--- config.mk ---
export PLATFORM = sky130hd
export DESIGN_NAME = tc_vc_mapper
export DESIGN_NICKNAME = d
export VERILOG_FILES = /design/src/rtl/tc_vc_mapper.sv
export SDC_FILE = /design/constraint.sdc
export NUM_CORES = 1
export LEC_CHECK = 0
export CAP_MARGIN = 20
export CELL_PAD_IN_SITES_DETAIL_PLACEMENT = 0
export CELL_PAD_IN_SITES_GLOBAL_PLACEMENT = 2
export CORE_UTILIZATION = 30
export CTS_CLUSTER_SIZE = 14
export DETAILED_ROUTE_END_ITERATION = 12
export GPL_ROUTABILITY_DRIVEN = 0
export HOLD_SLACK_MARGIN = 0.02
export PLACE_DENSITY_LB_ADDON = 0.1
export SETUP_SLACK_MARGIN = 0.02
export SLEW_MARGIN = 20
export SYNTH_ARGS = -nofsm -noshare
export SYNTH_HDL_FRONTEND = slang
export SYNTH_SLANG_ARGS = --single-unit
--- constraint.sdc ---
create_clock -name clk -period 1.7 [get_ports clk]
set_input_delay 0.255 -clock clk [delete_from_list [all_inputs] [get_ports clk]]
set_output_delay 0.255 -clock clk [all_outputs]
set_load 0.02 [all_outputs]
--- src/rtl/tc_vc_mapper.sv ---
// Traffic-class to virtual-channel mapper. It sits in front of the VC0/VC1 FIFOs,
// keeps one word in a hold register and issues registered writes under almost-full back-pressure.
module tc_vc_mapper #(
  parameter int          BW16   = 16,
  parameter int          TC_LSB = 8,
  parameter logic [7:0]  TC_MAP = 8'hF0,
  parameter int          CNT_W  = 8
) (
  input  logic              clk,
  input  logic              reset_L,
  input  logic              in_valid,
  input  logic [BW16-1:0]   in_data,
  output logic              in_ready,
  input  logic              VC0_almost_full,
  input  logic              VC1_almost_full,
  output logic              VC0_wr,
  output logic [BW16-1:0]   VC0_data,
  output logic              VC1_wr,
  output logic [BW16-1:0]   VC1_data,
  output logic [CNT_W-1:0]  vc0_count,
  output logic [CNT_W-1:0]  vc1_count,
  output logic              stalled
);

  typedef enum logic [1:0] {
    ST_EMPTY = 2'd0,
    ST_HOLD  = 2'd1,
    ST_STALL = 2'd2
  } state_t;

  state_t             state_q, state_d;
  logic [BW16-1:0]    hold_data_q, hold_data_d;
  logic               hold_dest_q, hold_dest_d;
  logic               vc0_wr_q, vc0_wr_d;
  logic               vc1_wr_q, vc1_wr_d;
  logic [BW16-1:0]    vc0_data_q, vc0_data_d;
  logic [BW16-1:0]    vc1_data_q, vc1_data_d;
  logic [CNT_W-1:0]   vc0_cnt_q, vc0_cnt_d;
  logic [CNT_W-1:0]   vc1_cnt_q, vc1_cnt_d;
  logic               stalled_q;

  logic               hold_valid_s;
  logic               blocked_s;
  logic               issue_s;
  logic               accept_s;
  logic               in_dest_s;
  state_t             load_state_s;

  function automatic logic map_dest(input logic [2:0] tc);
    return TC_MAP[tc];
  endfunction

  function automatic logic dest_full(input logic dest, input logic af0, input logic af1);
    return dest ? af1 : af0;
  endfunction

  assign hold_valid_s = (state_q != ST_EMPTY);
  assign blocked_s    = hold_valid_s & dest_full(hold_dest_q, VC0_almost_full, VC1_almost_full);
  assign issue_s      = hold_valid_s & ~blocked_s;
  assign in_ready     = ~hold_valid_s | ~blocked_s;
  assign accept_s     = in_valid & in_ready;
  assign in_dest_s    = map_dest(in_data[TC_LSB +: 3]);
  assign load_state_s = dest_full(in_dest_s, VC0_almost_full, VC1_almost_full) ? ST_STALL : ST_HOLD;

  // Next-state, hold-register and FIFO-write decode.
  always_comb begin
    state_d     = state_q;
    hold_data_d = hold_data_q;
    hold_dest_d = hold_dest_q;
    vc0_wr_d    = 1'b0;
    vc1_wr_d    = 1'b0;
    vc0_data_d  = vc0_data_q;
    vc1_data_d  = vc1_data_q;
    vc0_cnt_d   = vc0_cnt_q;
    vc1_cnt_d   = vc1_cnt_q;

    if (issue_s) begin
      if (hold_dest_q) begin
        vc1_wr_d   = 1'b1;
        vc1_data_d = hold_data_q;
        vc1_cnt_d  = vc1_cnt_q + {{(CNT_W-1){1'b0}}, 1'b1};
      end else begin
        vc0_wr_d   = 1'b1;
        vc0_data_d = hold_data_q;
        vc0_cnt_d  = vc0_cnt_q + {{(CNT_W-1){1'b0}}, 1'b1};
      end
    end else begin
      vc0_wr_d = 1'b0;
      vc1_wr_d = 1'b0;
    end

    if (accept_s) begin
      hold_data_d = in_data;
      hold_dest_d = in_dest_s;
    end else begin
      hold_data_d = hold_data_q;
      hold_dest_d = hold_dest_q;
    end

    // A word that stays put was not issued, so its destination is almost full.
    case (state_q)
      ST_EMPTY: begin
        if (accept_s) state_d = load_state_s;
        else          state_d = ST_EMPTY;
      end
      ST_HOLD, ST_STALL: begin
        if (accept_s)     state_d = load_state_s;
        else if (issue_s) state_d = ST_EMPTY;
        else              state_d = ST_STALL;
      end
      default: state_d = ST_EMPTY;
    endcase
  end

  // State, hold register, registered FIFO writes, counters and stall flag.
  always_ff @(posedge clk or negedge reset_L) begin
    if (!reset_L) begin
      state_q     <= ST_EMPTY;
      hold_data_q <= {BW16{1'b0}};
      hold_dest_q <= 1'b0;
      vc0_wr_q    <= 1'b0;
      vc1_wr_q    <= 1'b0;
      vc0_data_q  <= {BW16{1'b0}};
      vc1_data_q  <= {BW16{1'b0}};
      vc0_cnt_q   <= {CNT_W{1'b0}};
      vc1_cnt_q   <= {CNT_W{1'b0}};
      stalled_q   <= 1'b0;
    end else begin
      state_q     <= state_d;
      hold_data_q <= hold_data_d;
      hold_dest_q <= hold_dest_d;
      vc0_wr_q    <= vc0_wr_d;
      vc1_wr_q    <= vc1_wr_d;
      vc0_data_q  <= vc0_data_d;
      vc1_data_q  <= vc1_data_d;
      vc0_cnt_q   <= vc0_cnt_d;
      vc1_cnt_q   <= vc1_cnt_d;
      stalled_q   <= (state_d == ST_STALL);
    end
  end

  assign VC0_wr    = vc0_wr_q;
  assign VC1_wr    = vc1_wr_q;
  assign VC0_data  = vc0_data_q;
  assign VC1_data  = vc1_data_q;
  assign vc0_count = vc0_cnt_q;
  assign vc1_count = vc1_cnt_q;
  assign stalled   = stalled_q;

endmodule
==> flow_summary.toml, run 1 <==
[status]
status = "finished with violations"
failed_checks = "design-rule violations"

[worst_setup_path]
start_kind = "flop"
ff2ff_path_depth = 6
worst_path_slowest_cell = "sky130_fd_sc_hd__dfrtp_1"
cp_max_fo = 4
end_kind = "primary output"
max_stage_delay_ns = 0.35
timing.critical_path.arrival_ns = 1.36
critical_path.cell_chain = "inv_1, ha_4, or2_2, buf_2"
reg2reg_setup_slack_ns = 0.09
critPathRequiredTime_ns = 1.44
critPathKind = "reg -> out"
worst_r2r_endpoint = "VC1_data[12]$_DFFE_PN0P_"
critical_path.reg2reg.startpoint = "state_q[0]$_DFF_PN0_"
critical_path.startpoint = "state_q[0]$_DFF_PN0_"
worst_setup_path_endpoint = "in_ready"

[logic_synthesis]
asyncSetResetFlopFracSynth_pct = 100
synth_cell_type_count = 26
flop_and_latch_count_out_of_synthesis = 69
post_synth.cell_area_avg_sq_um = 15.9
synthDominantAreaCellType = "sky130_fd_sc_hd__dfrtp_1"
synth_seq_area_share_pct = 62.4
number_of_instances_in_the_synthesized_netlist = 174
post-synth-top-area-fraction_pct = 62.4
synth_nets = 199
synth.most_common_cell = "sky130_fd_sc_hd__dfrtp_1"
yosys_warnings = 0
mappedNetlistArea_sq_mm = 0.00277
synth-edff-count = 0
synthTopCellsByCount = "sky130_fd_sc_hd__dfrtp_1, sky130_fd_sc_hd__mux2_2, sky130_fd_sc_hd__xnor2_1"
synth_ff_type = "sky130_fd_sc_hd__dfrtp_1"
post_synth_main_area_contributors = "sky130_fd_sc_hd__dfrtp_1, sky130_fd_sc_hd__mux2_2, sky130_fd_sc_hd__mux2_4"

[flow_run]
max_cap_violations = 0

[final_layout]
post_layout_nonfiller_instances = 384
multi_input_area_sq_mm = 0.00101
layout-drive-gt1-share_pct = 34.4
layout.area.seq_sq_mm = 0.00173
synthToLayoutAreaGrowth_pct = 45.8
fin_nets = 296
insertedDiodeCount = 0
layout.filler_cells = 826

[cts]
cts_inserted_buffers = 9
worst_setup_hold_path_clk_slew_ns = 0.08
cts.path.max_buffers = 2
clock-sinks = 69
cts_tree = "built"
clk_root_buffer_cell = "sky130_fd_sc_hd__clkbuf_8"
clk_latency_ns = 0.34
htree_num_levels = 3

[floorplanning]
die_area_sq_mm = 0.00961
io_pins = 73
start_util_pct = 31.4
die_width_um = 98.1
placeableCoreArea_sq_mm = 0.00881
rows = 34
dieHeight_um = 98.1

[pwr]
vdd_drop_max_mv = 0.837
design_power_total_mw = 7.22
p_per_area_mw_per_mm2 = 1790
power_leakage_nw = 1.82

[grt]
maximum_number_of_pins_on_one_net_before_global_route_repair = 70
grt_use_total_pct = 12.5
antenna_found_initial = 0
grt_first_pass_wirelength_um = 9080
grt.overflow.total = 0
first_global_vias = 1775

[timing]
rsz0062_at_grt = "yes"
report.final.hold_viol_count = 0
relSlewSlack_pct = 74.5
setup_viol = 0
max_clock_freq_ghz = 0.617
final_clock_period_utilization_by_the_worst_path_pct = 95.3
final.setup_skew_ns = 0.00594
worst_slew_pin_slew_ns = 0.383
slew_viol_final = 0
post-route-worst-setup-slack_ns = 0.0800
fin_crit_ns = 1.62

[route]
route.vias.total = 1740
final_antenna_violating_net_count = 0
drcViolationCount = 3
avgViaCountPerCell = 4.53
detail_route.first_pass.iterations = 7
drt_first_iter_violations = 29
drt-wirelength-per-cell_um = 14.5
route.final.wire_length_um = 5570

[placed_design]
dpl.cell_count = 365
port-buffer-count = 72
dpl_worst_slack_ns = -0.180
half_perimeter_wire_length_of_the_detailed_placement_result_um = 3640

[hold_path]
min-delay-path-class = "in -> async"
==> worst min path at each step <==
stage	cells after the start	startpoint	to	slack, ns
4_1_cts	3	reset_L	VC1_data[7]$_DFFE_PN0P_	0.47
3_3_place_gp	2	reset_L	hold_data_q[7]$_DFFE_PN0N_	0.32
3_5_place_dp	2	reset_L	hold_data_q[7]$_DFFE_PN0N_	0.32
6_report	3	reset_L	hold_data_q[7]$_DFFE_PN0N_	0.46
2_1_floorplan	0	reset_L	VC0_data[0]$_DFFE_PN0P_	-0.04
5_1_grt	1	vc1_count[7]$_DFFE_PN0P_	vc1_count[7]$_DFFE_PN0P_	0.48
==> cells by family after synthesis <==
kind of cell	synth area share (%)
AO/OA/AOI/OAI	0.588
multiplexers	22.3
flip-flops	62.4
buffers and inverters	1.90
AND/OR/NAND/NOR	6.60
XOR/XNOR	4.43
adder cells (fa/ha/maj)	1.81
==> state kept, by name, indices dropped and copies added (netlist names) <==
register,cells
VC0_wr,1
VC1_wr,1
vc0_count,8
VC1_data,16
stalled,1
hold_data_q,16
VC0_data,16
vc1_count,8
state_q,2
==> layout by cell type (no fill, tap or decap), types with 3 or more instances in the layout <==
cell type	count
sky130_fd_sc_hd__mux2_4	9
sky130_fd_sc_hd__buf_4	12
sky130_fd_sc_hd__xnor2_1	12
sky130_fd_sc_hd__ha_1	3
sky130_fd_sc_hd__dlymetal6s2s_1	7
sky130_fd_sc_hd__clkinv_2	3
sky130_fd_sc_hd__mux2_2	41
sky130_fd_sc_hd__nand3_1	4
sky130_fd_sc_hd__clkbuf_8	9
sky130_fd_sc_hd__nand2_1	4
sky130_fd_sc_hd__dfrtp_1	69
sky130_fd_sc_hd__clkdlybuf4s50_1	61
sky130_fd_sc_hd__buf_12	5
sky130_fd_sc_hd__nand4_1	4
==> power by group <==
part           internal, mW  total (mW)  switching, mW
sequential             2.27        2.68          0.406
clock                 0.817        1.45          0.630
combinational          1.74        3.09           1.36
==> critical path, delay by kind of cell, from the launching register on <==
family	cells	cell delay, ns
simple gates	1	0.28
buf+inv	2	0.23
fa+ha+maj	1	0.17
flops	1	0.35
==> per-stage QoR <==
step / setup TNS [ns] / hold slack, ns / utilization (%) / area (sq um)
floorplan: 0 / -0.0406 / - / 2770
global placement: -2.57 / 0.315 / 42.7 / 3760
detailed placement: -2.72 / 0.316 / 42.7 / 3760
CTS: 0 / 0.468 / 45.3 / 3990
global route: 0 / 0.485 / 45.8 / 4030
finish: 0 / 0.459 / 45.8 / 4030
==> cell type report <==
cell class / count / area share (%)
Clock buffer: 9 / 3.07
Clock inverter: 7 / 2.23
Inverter: 2 / 0.186
Multi-Input combinational cell: 98 / 25.1
Sequential cell: 69 / 42.8
Tap cell: 108 / 3.35
Timing Repair Buffer: 91 / 23.2
==> routing by layer <==
metal / part of all wire, % / up-vias / wire length (um) / GRT usage (%)
li1: - / 808 / - / -
met1: 47 / 880 / 2620 / 16.0
met2: 46 / 46 / 2570 / 18.6
met3: 5.6 / 6 / 313 / 5.37
met4: 1.2 / 0 / 65 / 4.90
met5: 0 / - / 0 / 0
==> what timing repair did <==
| item | 4_1_cts | 5_1_grt |
|---|---|---|
| endpoints found under the hold margin | 69 | 0 |
| resized for setup | 8 | 10 |
| hold buffers | 1 | 0 |
| buffers inserted | 0 | 2 |
| setup endpoints to repair | 10 | 14 |
No activity file was read; power rests on OpenSTA's default activity.
==> run 2, diff against run 1 <==
- SLEW_MARGIN: 20 -> unset
==> results of run 2 <==
Final layout, timing and power as in run 1 (identical DEF).
